## src/rtl/delay_timer_if.sv

```systemverilog
// rtl/delay_timer_if.sv - control/status bundle between a sequencer and delay_timer
interface delay_timer_if #(
    parameter int CNT_WIDTH = 16
);
    logic                 start;
    logic [CNT_WIDTH-1:0] period;
    logic                 periodic;
    logic                 abort;
    logic                 busy;
    logic                 done;
    logic [CNT_WIDTH-1:0] remaining;

    modport master (
        output start, period, periodic, abort,
        input  busy, done, remaining
    );

    modport slave (
        input  start, period, periodic, abort,
        output busy, done, remaining
    );
endinterface

```

## src/rtl/delay_timer.sv

```systemverilog
// rtl/delay_timer.sv - prescaled, programmable one-shot/periodic delay timer
module delay_timer #(
    parameter int CNT_WIDTH = 16,
    parameter int PRESCALE  = 50
) (
    input  logic          clk,
    input  logic          rst,
    delay_timer_if.slave  tmr
);
    localparam int PW = (PRESCALE > 1) ? $clog2(PRESCALE) : 1;
    localparam logic [PW-1:0]        PRE_LAST = PW'(PRESCALE - 1);
    localparam logic [PW-1:0]        PRE_ONE  = PW'(1);
    localparam logic [CNT_WIDTH-1:0] REM_ONE  = CNT_WIDTH'(1);

    typedef enum logic {IDLE, RUN} state_t;

    state_t               state_q, state_d;
    logic [PW-1:0]        pre_q;
    logic [CNT_WIDTH-1:0] rem_q;
    logic [CNT_WIDTH-1:0] period_q;
    logic                 periodic_q;
    logic                 done_q;
    logic                 tick;
    logic                 launch;

    assign tick   = (state_q == RUN) && (pre_q == PRE_LAST);
    assign launch = (state_q == IDLE) && !tmr.abort && tmr.start;

    always_ff @(posedge clk or negedge rst) begin
        if (!rst) state_q <= IDLE;
        else      state_q <= state_d;
    end

    always_comb begin
        state_d = state_q;
        case (state_q)
            IDLE: if (launch && (tmr.period != '0)) state_d = RUN;
            RUN: begin
                if (tmr.abort)
                    state_d = IDLE;
                else if (tick && (rem_q == REM_ONE) && !periodic_q)
                    state_d = IDLE;
            end
            default: state_d = IDLE;
        endcase
    end

    // Abort wins over a coincident final tick, so it suppresses done.
    always_ff @(posedge clk or negedge rst) begin
        if (!rst) begin
            pre_q      <= '0;
            rem_q      <= '0;
            period_q   <= '0;
            periodic_q <= 1'b0;
            done_q     <= 1'b0;
        end else begin
            done_q <= 1'b0;
            case (state_q)
                IDLE: begin
                    pre_q <= '0;
                    if (launch) begin
                        if (tmr.period != '0) begin
                            period_q   <= tmr.period;
                            periodic_q <= tmr.periodic;
                            rem_q      <= tmr.period;
                        end else begin
                            done_q <= 1'b1;
                        end
                    end
                end
                RUN: begin
                    if (tmr.abort) begin
                        pre_q <= '0;
                        rem_q <= '0;
                    end else begin
                        pre_q <= tick ? '0 : pre_q + PRE_ONE;
                        if (tick) begin
                            if (rem_q != REM_ONE) begin
                                rem_q <= rem_q - REM_ONE;
                            end else begin
                                done_q <= 1'b1;
                                rem_q  <= periodic_q ? period_q : '0;
                            end
                        end
                    end
                end
                default: begin
                    pre_q <= '0;
                    rem_q <= '0;
                end
            endcase
        end
    end

    always_comb begin
        tmr.busy      = (state_q == RUN);
        tmr.done      = done_q;
        tmr.remaining = rem_q;
    end
endmodule

```

## src/flat_wrapper.sv

```systemverilog
// flat-port wrapper written by rule: the top's interface ports become plain ports
module delay_timer_flat 
#(
    parameter int CNT_WIDTH = 16,
    parameter int PRESCALE  = 50
)
  (clk, rst, tmr_start, tmr_period, tmr_periodic, tmr_abort, tmr_busy, tmr_done, tmr_remaining);
  delay_timer_if #(.CNT_WIDTH(CNT_WIDTH)) tmr_i ();
  input  logic clk;
  input  logic rst;
  input wire logic [$bits(tmr_i.start)-1:0] tmr_start;
  input wire logic [$bits(tmr_i.period)-1:0] tmr_period;
  input wire logic [$bits(tmr_i.periodic)-1:0] tmr_periodic;
  input wire logic [$bits(tmr_i.abort)-1:0] tmr_abort;
  output wire logic [$bits(tmr_i.busy)-1:0] tmr_busy;
  output wire logic [$bits(tmr_i.done)-1:0] tmr_done;
  output wire logic [$bits(tmr_i.remaining)-1:0] tmr_remaining;
  assign tmr_i.start = tmr_start;
  assign tmr_i.period = tmr_period;
  assign tmr_i.periodic = tmr_periodic;
  assign tmr_i.abort = tmr_abort;
  assign tmr_busy = tmr_i.busy;
  assign tmr_done = tmr_i.done;
  assign tmr_remaining = tmr_i.remaining;
  delay_timer #(.CNT_WIDTH(CNT_WIDTH), .PRESCALE(PRESCALE)) u_core (.clk(clk), .rst(rst), .tmr(tmr_i));
endmodule
```

## config.mk

```make
export PLATFORM = sky130hd
export DESIGN_NAME = delay_timer_flat
export DESIGN_NICKNAME = d
export VERILOG_FILES = /design/src/rtl/delay_timer_if.sv /design/src/rtl/delay_timer.sv /design/src/flat_wrapper.sv
export SDC_FILE = /design/constraint.sdc
export NUM_CORES = 1
export LEC_CHECK = 0
export ABC_CLOCK_PERIOD_IN_PS = 2140
export CAP_MARGIN = 20
export CELL_PAD_IN_SITES_DETAIL_PLACEMENT = 0
export CELL_PAD_IN_SITES_GLOBAL_PLACEMENT = 1
export CORE_MARGIN = 2
export CORE_UTILIZATION = 25
export CTS_BUF_LIST = sky130_fd_sc_hd__clkbuf_16
export DETAILED_ROUTE_END_ITERATION = 10
export GPL_TIMING_DRIVEN = 0
export PLACE_DENSITY_LB_ADDON = 0.1
export SLEW_MARGIN = 20
export SYNTH_ARGS = -nofsm -noshare
export SYNTH_HDL_FRONTEND = slang
export SYNTH_SLANG_ARGS = --single-unit
export TNS_END_PERCENT = 20
```

## constraint.sdc

```tcl
create_clock -name clk -period 2.14 [get_ports clk]
set_input_delay 0.428 -clock clk [delete_from_list [all_inputs] [get_ports clk]]
set_output_delay 0.428 -clock clk [all_outputs]
set_load 0.01 [all_outputs]
```

==> metrics.csv <==
metric,value,unit
wl,8110,microns
cp_slowest_cell,or4_4,
io_pins,39,
drt-pass1-iter-count,4,
die_w,101,microns
vias,2211,
rsz0062_at_grt,yes,
critPathMaxStageDelay,640,ps
grt_pass1_wl,13200,microns
drc,0,
drive_gt1_share,18.3,%
async_flop_share,100,%
cap_viol_max_count,0,
powerDensity,807,nW/um^2
path_class,register to register,
regToRegSetupSlack,-230,ps
p_total,2680,uW
synth.avg_cell_area,8.69,sq um
setup_slack,-232,ps
syn_nets,295,
violations,setup timing,
ys_ff_latch,41,
holdBufCountCts,0,
fin_skew,4.89,ps
io_buffers,38,
place_congestion,0.785,
ys_seq_area_share,43.7,%
intPower,1770,uW
hold_violations,0,
hp-class,primary input to asynchronous set/reset pin,
crit_start,u_core.tmr.remaining[4]$_DFFE_PN0P_,
swShare,33.7,%
grt_start_max_net_pins,29,
synth_area,2350,sq um
final_cell_mix,"60 x nand2_1, 35 x dfrtp_1, 31 x clkdlybuf4s50_1, 23 x nor2_1, 19 x buf_4",
viasPerCell,4.98,
ir_drop,292,uV
syn_inst,270,
fmax,422,MHz
cp-start-kind,register,
p_leak,0.00143,uW
cp_data_arrival_time,2540,ps
slew_headroom,49.4,%
start_util,25.6,%
slew_violations,0,
track_usage,17.0,%
cts_buffers,5,
dp.final_hpwl,5830,microns
dieArea,10200,sq um
synth_edf_count,0,
h-tree-depth,2,
clock_latency,280,ps
grt_pass1_vias,2325,
crit_path_end_kind,register,
wl_per_cell,18.3,microns
core_area,9150,sq um
ys_warn_count,0,
area_delta_synth_final,41.4,%
p_clk_share,27.7,%
ys_top_cells_by_area,"dfrtp_1 44%, nand2_1 9.6%, nor2_1 3.8%",
required,2310,ps
synth_ff_type,dfrtp_1,
final_cells,444,
synth_top_area_share,43.7,%
yosys.area.top_type,dfrtp_1,
seq_power_share,40.0,%
crit_path_max_fanout,10,
p_comb_share,32.3,%
rr_startpoint,u_core.tmr.remaining[4]$_DFFE_PN0P_,
setup_viol,18,
final.period_utilization,111,%
die_y,101,microns
layout_commonest_cell,nand2_1,
clock-root-buffer,clkbuf_16,
grt_overflow,0,
worst_pin_slew,752,ps
worstPathCellList,or4_4 -> or4_4 -> buf_4 -> a21oi_1 -> nor3_1 -> o22a_1,
outcome,finished with violations,
place_inst,420,
post-route-min-period,2370,ps
endpoint,u_core.tmr.remaining[5]$_DFFE_PN0P_,
cts_buffer_depth,2,
clk_pin_slew_worst_paths,60,ps
drt_iter0_drc,174,
r2r_end,u_core.tmr.remaining[5]$_DFFE_PN0P_,
p_sw,902,uW
crit_top_cell,or4_4,
antenna_found_initial,0,
worst-r2r-cell-count,6,
final_nets,357,
ant_nets,0,
synthDistinctLibCells,51,
diodes,0,
num_rows,35,
cts.sinks,41,
cts_tree,built,
==> how the worst min path moves through the flow <==
stage / startpoint / endpoint / slack, ps / depth (start not counted)
floorplan: rst / u_core.period_q[0]$_DFFE_PN0P_ / 130 / 0
global placement: u_core.period_q[5]$_DFFE_PN0P_ / u_core.period_q[5]$_DFFE_PN0P_ / 470 / 2
detailed placement: rst / u_core.period_q[3]$_DFFE_PN0P_ / 380 / 1
CTS: rst / u_core.tmr.remaining[6]$_DFFE_PN0P_ / 80 / 1
global route: rst / u_core.tmr.remaining[6]$_DFFE_PN0P_ / 90 / 1
finish: rst / u_core.period_q[2]$_DFFE_PN0P_ / 60 / 1
==> state kept, by name (all words and copies together), names as in the netlist <==
register,flops
u_core.period_q,16
u_core.periodic_q,1
u_core.pre_q,6
u_core.tmr.busy,1
u_core.tmr.done,1
u_core.tmr.remaining,16
==> cells by family after synthesis <==
| family | synth area share, % |
|---|---|
| AOI/OAI and AO/OA | 17.4 |
| buffers and inverters | 4.21 |
| DFF | 43.7 |
| xor gates and xnor gates | 4.48 |
| and+or+nand+nor | 26.3 |
| muxes | 1.71 |
| adders and majority gates | 2.13 |
==> metrics by stage <==
| step | hold WS (ps) | cell area [sq um] | worst slack [ps] | util, % | TNS (ps) |
|---|---|---|---|---|---|
| after global routing | 90.7 | 3320 | -310 | 36.3 | -4540 |
| final | 61.0 | 3320 | -232 | 36.3 | -3050 |
| after detailed placement | 381 | 2880 | -744 | 31.5 | -20300 |
| after floorplan | 132 | 2350 | -172 | - | -2010 |
| after CTS | 79.8 | 3210 | -258 | 35.1 | -3260 |
| after global placement | 466 | 2870 | -766 | 31.3 | -48360 |
==> power groups by stage <==
stage / Combinational [uW] / Clock [uW] / Sequential (uW)
after floorplan: 368 / 0 / 1070
after global placement: 718 / 0 / 1090
final: 863 / 742 / 1070
after detailed placement: 725 / 0 / 1090
after global routing: 952 / 794 / 1090
after CTS: 845 / 764 / 1060
==> synthesized netlist by cell type, types with 4 or more instances <==
master    count
a211oi_1      4
a21oi_1       9
a221oi_1      4
clkbuf_1     11
dfrtp_1      41
ha_1          4
inv_1         6
mux2i_1       4
nand2_1      60
nand2b_1      5
nand3_1      12
nor2_1       24
nor3_1        5
nor4_1        8
o21ai_0      10
xnor2_1       6
xor2_1        6
==> timing repair <==
action | CTS | global route
endpoints found under the hold margin | 0 | 0
gates resized for setup | 29 | 13
cloned | 1 | 0
setup endpoints to repair | 35 | 34
buffers inserted | 13 | 6
pin swaps | 7 | 9
==> cell type report <==
cell class | count | area, sq um
well taps | 111 | 139
flip-flops and latches | 41 | 1030
inverters | 7 | 26.3
clock inverters | 3 | 13.8
fillers | 948 | 5830
clock buffers | 5 | 125
plain buffers | 10 | 68.8
repair buffers | 59 | 584
multi-input cells | 208 | 1330
==> metal layers <==
layer  vias up  GRT usage, %  wire [microns]
li1       1087             -               -
met1      1073          24.7            3990
met2        49          27.1            3760
met3         2          2.36             315
met4         0          3.48              36
met5         -             0               0
==> critical path: cells and delay by family (launching register included) <==
| kind | cells | cell delay (ps) |
|---|---|---|
| AOI/OAI and AO/OA | 2 | 360 |
| and+or+nand+nor | 3 | 1260 |
| buffers and inverters | 1 | 230 |
| DFF | 1 | 410 |
Power figures use the tool's default switching activity.
==> RTL change 1: new RTL, same flow settings <==
`CNT_WIDTH` is set to 16 in 3 places; all go to 24.
--- a/src/rtl/delay_timer_if.sv
+++ b/src/rtl/delay_timer_if.sv
@@ -2,3 +2,3 @@
 interface delay_timer_if #(
-    parameter int CNT_WIDTH = 16
+    parameter int CNT_WIDTH = 24
 );
--- a/src/rtl/delay_timer.sv
+++ b/src/rtl/delay_timer.sv
@@ -2,3 +2,3 @@
 module delay_timer #(
-    parameter int CNT_WIDTH = 16,
+    parameter int CNT_WIDTH = 24,
     parameter int PRESCALE  = 50
--- a/src/flat_wrapper.sv
+++ b/src/flat_wrapper.sv
@@ -3,3 +3,3 @@
 #(
-    parameter int CNT_WIDTH = 16,
+    parameter int CNT_WIDTH = 24,
     parameter int PRESCALE  = 50
Ports: changed (resized tmr_period and tmr_remaining); port bits go from 39 to 55. No check against the original RTL was run, so the function may have changed too.
==> RTL change 1 against the unedited design <==
Clock skew up 4.1 ps; cell area up 51%; hold slack improved by 370 ps; power is 63% higher; combinational power is 58% higher; worst setup slack gained 230 ps; sequential cell count rose by 16; area after synthesis grew 41%; routed wire length rose by 56%; critical endpoint is now u_core.tmr.remaining[1]; largest power group unchanged.
==> RTL change 1: results (changes against the unedited design) <==
sta:
  max-slew-margin-rel: 0.617  # +0.123
  clock_skew_ps: 8.98  # +4.08 ps
clock_network:
  h-tree-depth: 3  # +1
  cts_buffers: 9  # +4
  clk_latency_ps: 350  # +70 ps
drt:
  drt_iter0_drc: 193  # +11%
  via_per_inst: 5.02  # +0.76%
  wire_per_inst_microns: 20.0  # +9.6%
grt:
  grt_max_degree: 45  # +55%
  grt_pass1_vias: 3217  # +38%
worst_setup_path:
  critPathSlowestCell: "or3_4"
  critical_path.max_stage_delay_ps: 400  # -240 ps
  crit_arrival_ps: 2340  # -200 ps
power_and_ir_drop:
  p_leak_nw: 2.00  # +40%
  peakVddDrop_v: 0.000422  # +45%
  intPower_mw: 2.90  # +64%
finish:
  nNetsFinal: 486  # +36%
  nFillCells: 1323  # +40%
  drive_above_1_share: 0.317  # +0.133
place:
  port-buffer-count: 54  # +42%
  gp_congestion: 0.783  # -0.20%
  hpwl_mm: 8.77  # +50%
logic_synthesis:
  synth_seq_area_share: 0.431  # -0.00633
  synth.distinct_cells: 55  # +7.8%
  synth_common_cells: "dfrtp_1 (57), nor2_1 (41), a21oi_1 (30), nand2_1 (30), o21ai_0 (25)"
status:
  status: "completed"
[RTL change 1: kinds of logic (layout without fill, tap and decap cells)]
group	Yosys count	in the layout	share of synthesized area
AND/OR/NAND/NOR	133	133	0.210
XOR/XNOR	18	18	0.0476
adder cells (fa/ha/maj)	4	4	0.0151
buffers and inverters	24	126	0.0348
flip-flops	57	57	0.431
AO/OA/AOI/OAI	98	98	0.186
multiplexers	22	22	0.0749
[RTL change 1: worst paths after layout]
check | slack (ps) | endpoint | cells after the start | startpoint
worst max register to register | 0.7 | u_core.tmr.remaining[1] | 8 | u_core.tmr.remaining[22]
min in group asynchronous | 500 | u_core.period_q[8] | 2 | rst
worst min-delay path | 430 | u_core.period_q[14] | 2 | tmr_period[14]
worst min register to register | 480 | u_core.period_q[13] | 2 | u_core.period_q[13]
max in group asynchronous | 1110 | u_core.tmr.remaining[20] | 3 | rst
worst max-delay path | 0.7 | u_core.tmr.remaining[1] | 8 | u_core.tmr.remaining[22]
[RTL change 1: layer usage]
layer | wire (microns) | part of all wire
met1 | 5990 | 0.47
met4 | 131 | 0.010
met3 | 842 | 0.066
met2 | 5720 | 0.45
met5 | 0 | 0
[RTL change 1: worst max-delay path: cells and delay by family (launching register included)]
family / cells / cell delay, ps
and+or+nand+nor: 4 / 940
DFF: 1 / 390
AOI/OAI and AO/OA: 2 / 340
buffers and inverters: 2 / 320
[RTL change 1: area by class of cell]
| cell class | count | share of cell area |
|---|---|---|
| Sequential cell | 57 | 0.289 |
| Clock inverter | 7 | 0.0123 |
| Timing Repair Buffer | 87 | 0.166 |
| Tap cell | 176 | 0.0441 |
| Inverter | 4 | 0.00300 |
| Multi-Input combinational cell | 275 | 0.408 |
| Buffer | 19 | 0.0325 |
| Clock buffer | 9 | 0.0451 |
[RTL change 1: power groups by stage]
stage               clock (mW)  sequential, mW  combinational [mW]
global route              1.51            1.62                1.47
CTS                       1.47            1.57                1.28
detailed placement           0            1.60                1.13
finish                    1.43            1.59                1.36
global placement             0            1.59                1.13
floorplan                    0            1.58               0.565
[RTL change 1: timing repair]
item	CTS	global route
hold buffers	1	0
hold endpoints to repair	13	0
endpoints found under the setup margin	51	41
gates resized for setup	65	45
pin swaps	11	17
setup buffers	18	13
[RTL change 1: through the flow]
step | setup slack, ps | cells | area, sq um
after floorplan | -17.3 | 356 | 3320
after global placement | -1760 | 586 | 4080
after detailed placement | -1260 | 587 | 4100
after CTS | -8.13 | 622 | 4760
after global routing | -97.2 | 634 | 5000
final | 0.697 | 634 | 5000
==> RTL change 2: new RTL, same flow settings <==
Made on the original files. Reset style: synchronous (`rst`), changed in 2 clocked blocks.
--- a/src/rtl/delay_timer.sv
+++ b/src/rtl/delay_timer.sv
@@ -28,3 +28,3 @@
 
-    always_ff @(posedge clk or negedge rst) begin
+    always_ff @(posedge clk) begin
         if (!rst) state_q <= IDLE;
@@ -48,3 +48,3 @@
     // Abort wins over a coincident final tick, so it suppresses done.
-    always_ff @(posedge clk or negedge rst) begin
+    always_ff @(posedge clk) begin
         if (!rst) begin
Function: differs if rst is asserted again (counterexample within 4 cycles, from zero or initial values and one cycle with rst low); with rst held inactive, the same outputs for 10 cycles.
==> RTL change 2 against the unedited design <==
Worst setup slack improved by 250 ps; routed wire length is 5.2% higher; critical path type is now in2reg; sequential cell count stayed put; cell area is 6.1% lower; critical endpoint is now u_core.tmr.done; global-route usage rose by 0.61 points; utilization is 0.69 points lower; power fell by 20%; clock power decreased by 2%; largest cell class unchanged; combinational power shrank 37%; area after synthesis shrank 3.6%.
==> RTL change 2: results (changes against the unedited design) <==
drt:
  wire_per_inst_microns: 18.7  # +2.2%
  drt_iter0_drc: 125  # -28%
  via_count: 2395  # +8.3%
  via_per_inst: 5.24  # +5.2%
worst_hold_path:
  hold_path.class: "reg2reg"
sta:
  clock_skew_ps: 4.01  # -0.889 ps
  tightest_slew_ps: 604  # -148 ps
logic_synthesis:
  synth_area_leaders: "dfxtp_1 (36%), nand2_1 (8.6%), a21oi_1 (7.5%)"
  synth.distinct_cells: 45  # -12%
  synth_seq_area_share: 0.363  # -0.0745
  synth_nets: 320  # +8.5%
status:
  status: "completed"
power_and_ir_drop:
  peakVddDrop_v: 0.000291  # -0.37%
  p_leak_nw: 1.11  # -22%
grt:
  gr-usage-all-layers: 0.176  # +0.00611
  grt_max_degree: 12  # -59%
  grt_use_met1: 0.240  # -0.00662
  grt_use_met3: 0.0302  # +0.00664
  grt_pass1_wl_mm: 13.4  # +1.7%
worst_setup_path:
  crit_arrival_ps: 2320  # -220 ps
  critPathSlowestCell: "clkdlybuf4s50_1"
  path_max_fanout: 4  # -6
  critical_path.max_stage_delay_ps: 520  # -120 ps
place:
  port-buffer-count: 37  # -2.6%
  pre_cts_ws_ps: -1150  # -403 ps
  hpwl_mm: 5.80  # -0.59%
  dp_cells: 440  # +4.8%
finish:
  drive_above_1_share: 0.166  # -0.0170
  nNetsFinal: 374  # +4.8%
-- RTL change 2: metal layers --
metal | part of all wire | routed length [microns]
met5 | 0 | 0
met1 | 0.48 | 4060
met3 | 0.044 | 378
met2 | 0.47 | 4020
met4 | 0.0086 | 73
-- RTL change 2: final cells by class --
cell class,count,area [sq um],area share
flip-flops and latches,41,836,0.268
inverters,9,33.8,0.0108
clock inverters,2,7.51,0.00241
multi-input cells,227,1430,0.460
plain buffers,13,71.3,0.0229
well taps,108,135,0.0434
repair buffers,52,475,0.153
clock buffers,5,125,0.0401
-- RTL change 2: worst paths after layout --
| check | startpoint | endpoint | slack, ps | cells after the start |
|---|---|---|---|---|
| worst max-delay path | tmr_period[9] | u_core.tmr.done | 20 | 6 |
| worst min-delay path | u_core.period_q[3] | u_core.period_q[3] | 450 | 2 |
| worst max register to register | u_core.tmr.remaining[4] | u_core.tmr.remaining[13] | 40 | 6 |
| worst min register to register | u_core.period_q[3] | u_core.period_q[3] | 450 | 2 |
-- RTL change 2: timing repair --
item,CTS,global route
gates cloned,0,0
pin swaps,9,6
buffers inserted,13,2
gates resized for setup,41,17
endpoints found under the setup margin,35,29
endpoints found under the hold margin,0,0
-- RTL change 2: through the flow --
step                cell area, sq um  hold WS, ps  TNS (ps)   util
floorplan                       2260          430         0      -
global placement                2770          442    -32310  0.316
detailed placement              2770          444    -33170  0.316
CTS                             3090          453         0  0.353
global route                    3120          475      -497  0.356
finish                          3120          451         0  0.356
-- RTL change 2: worst max-delay path: cells and delay by family --
| family | cells | cell delay [ps] |
|---|---|---|
| buffers and inverters | 2 | 730 |
| AO/OA/AOI/OAI | 1 | 240 |
| AND/OR/NAND/NOR | 3 | 930 |
-- RTL change 2: kinds of logic after synthesis --
group	Yosys count	synth area share
compound gates	93	0.251
xor+xnor	8	0.0310
fa+ha+maj	4	0.0221
buf+inv	27	0.0509
flops	41	0.363
mux	2	0.00885
simple gates	120	0.274
-- RTL change 2: power by group --
part           leakage [nW]  internal, mW  switching [mW]
registers             0.339         0.811          0.0559
clock network        0.0685         0.418           0.308
logic                 0.702         0.243           0.297
total                  1.11          1.47           0.661
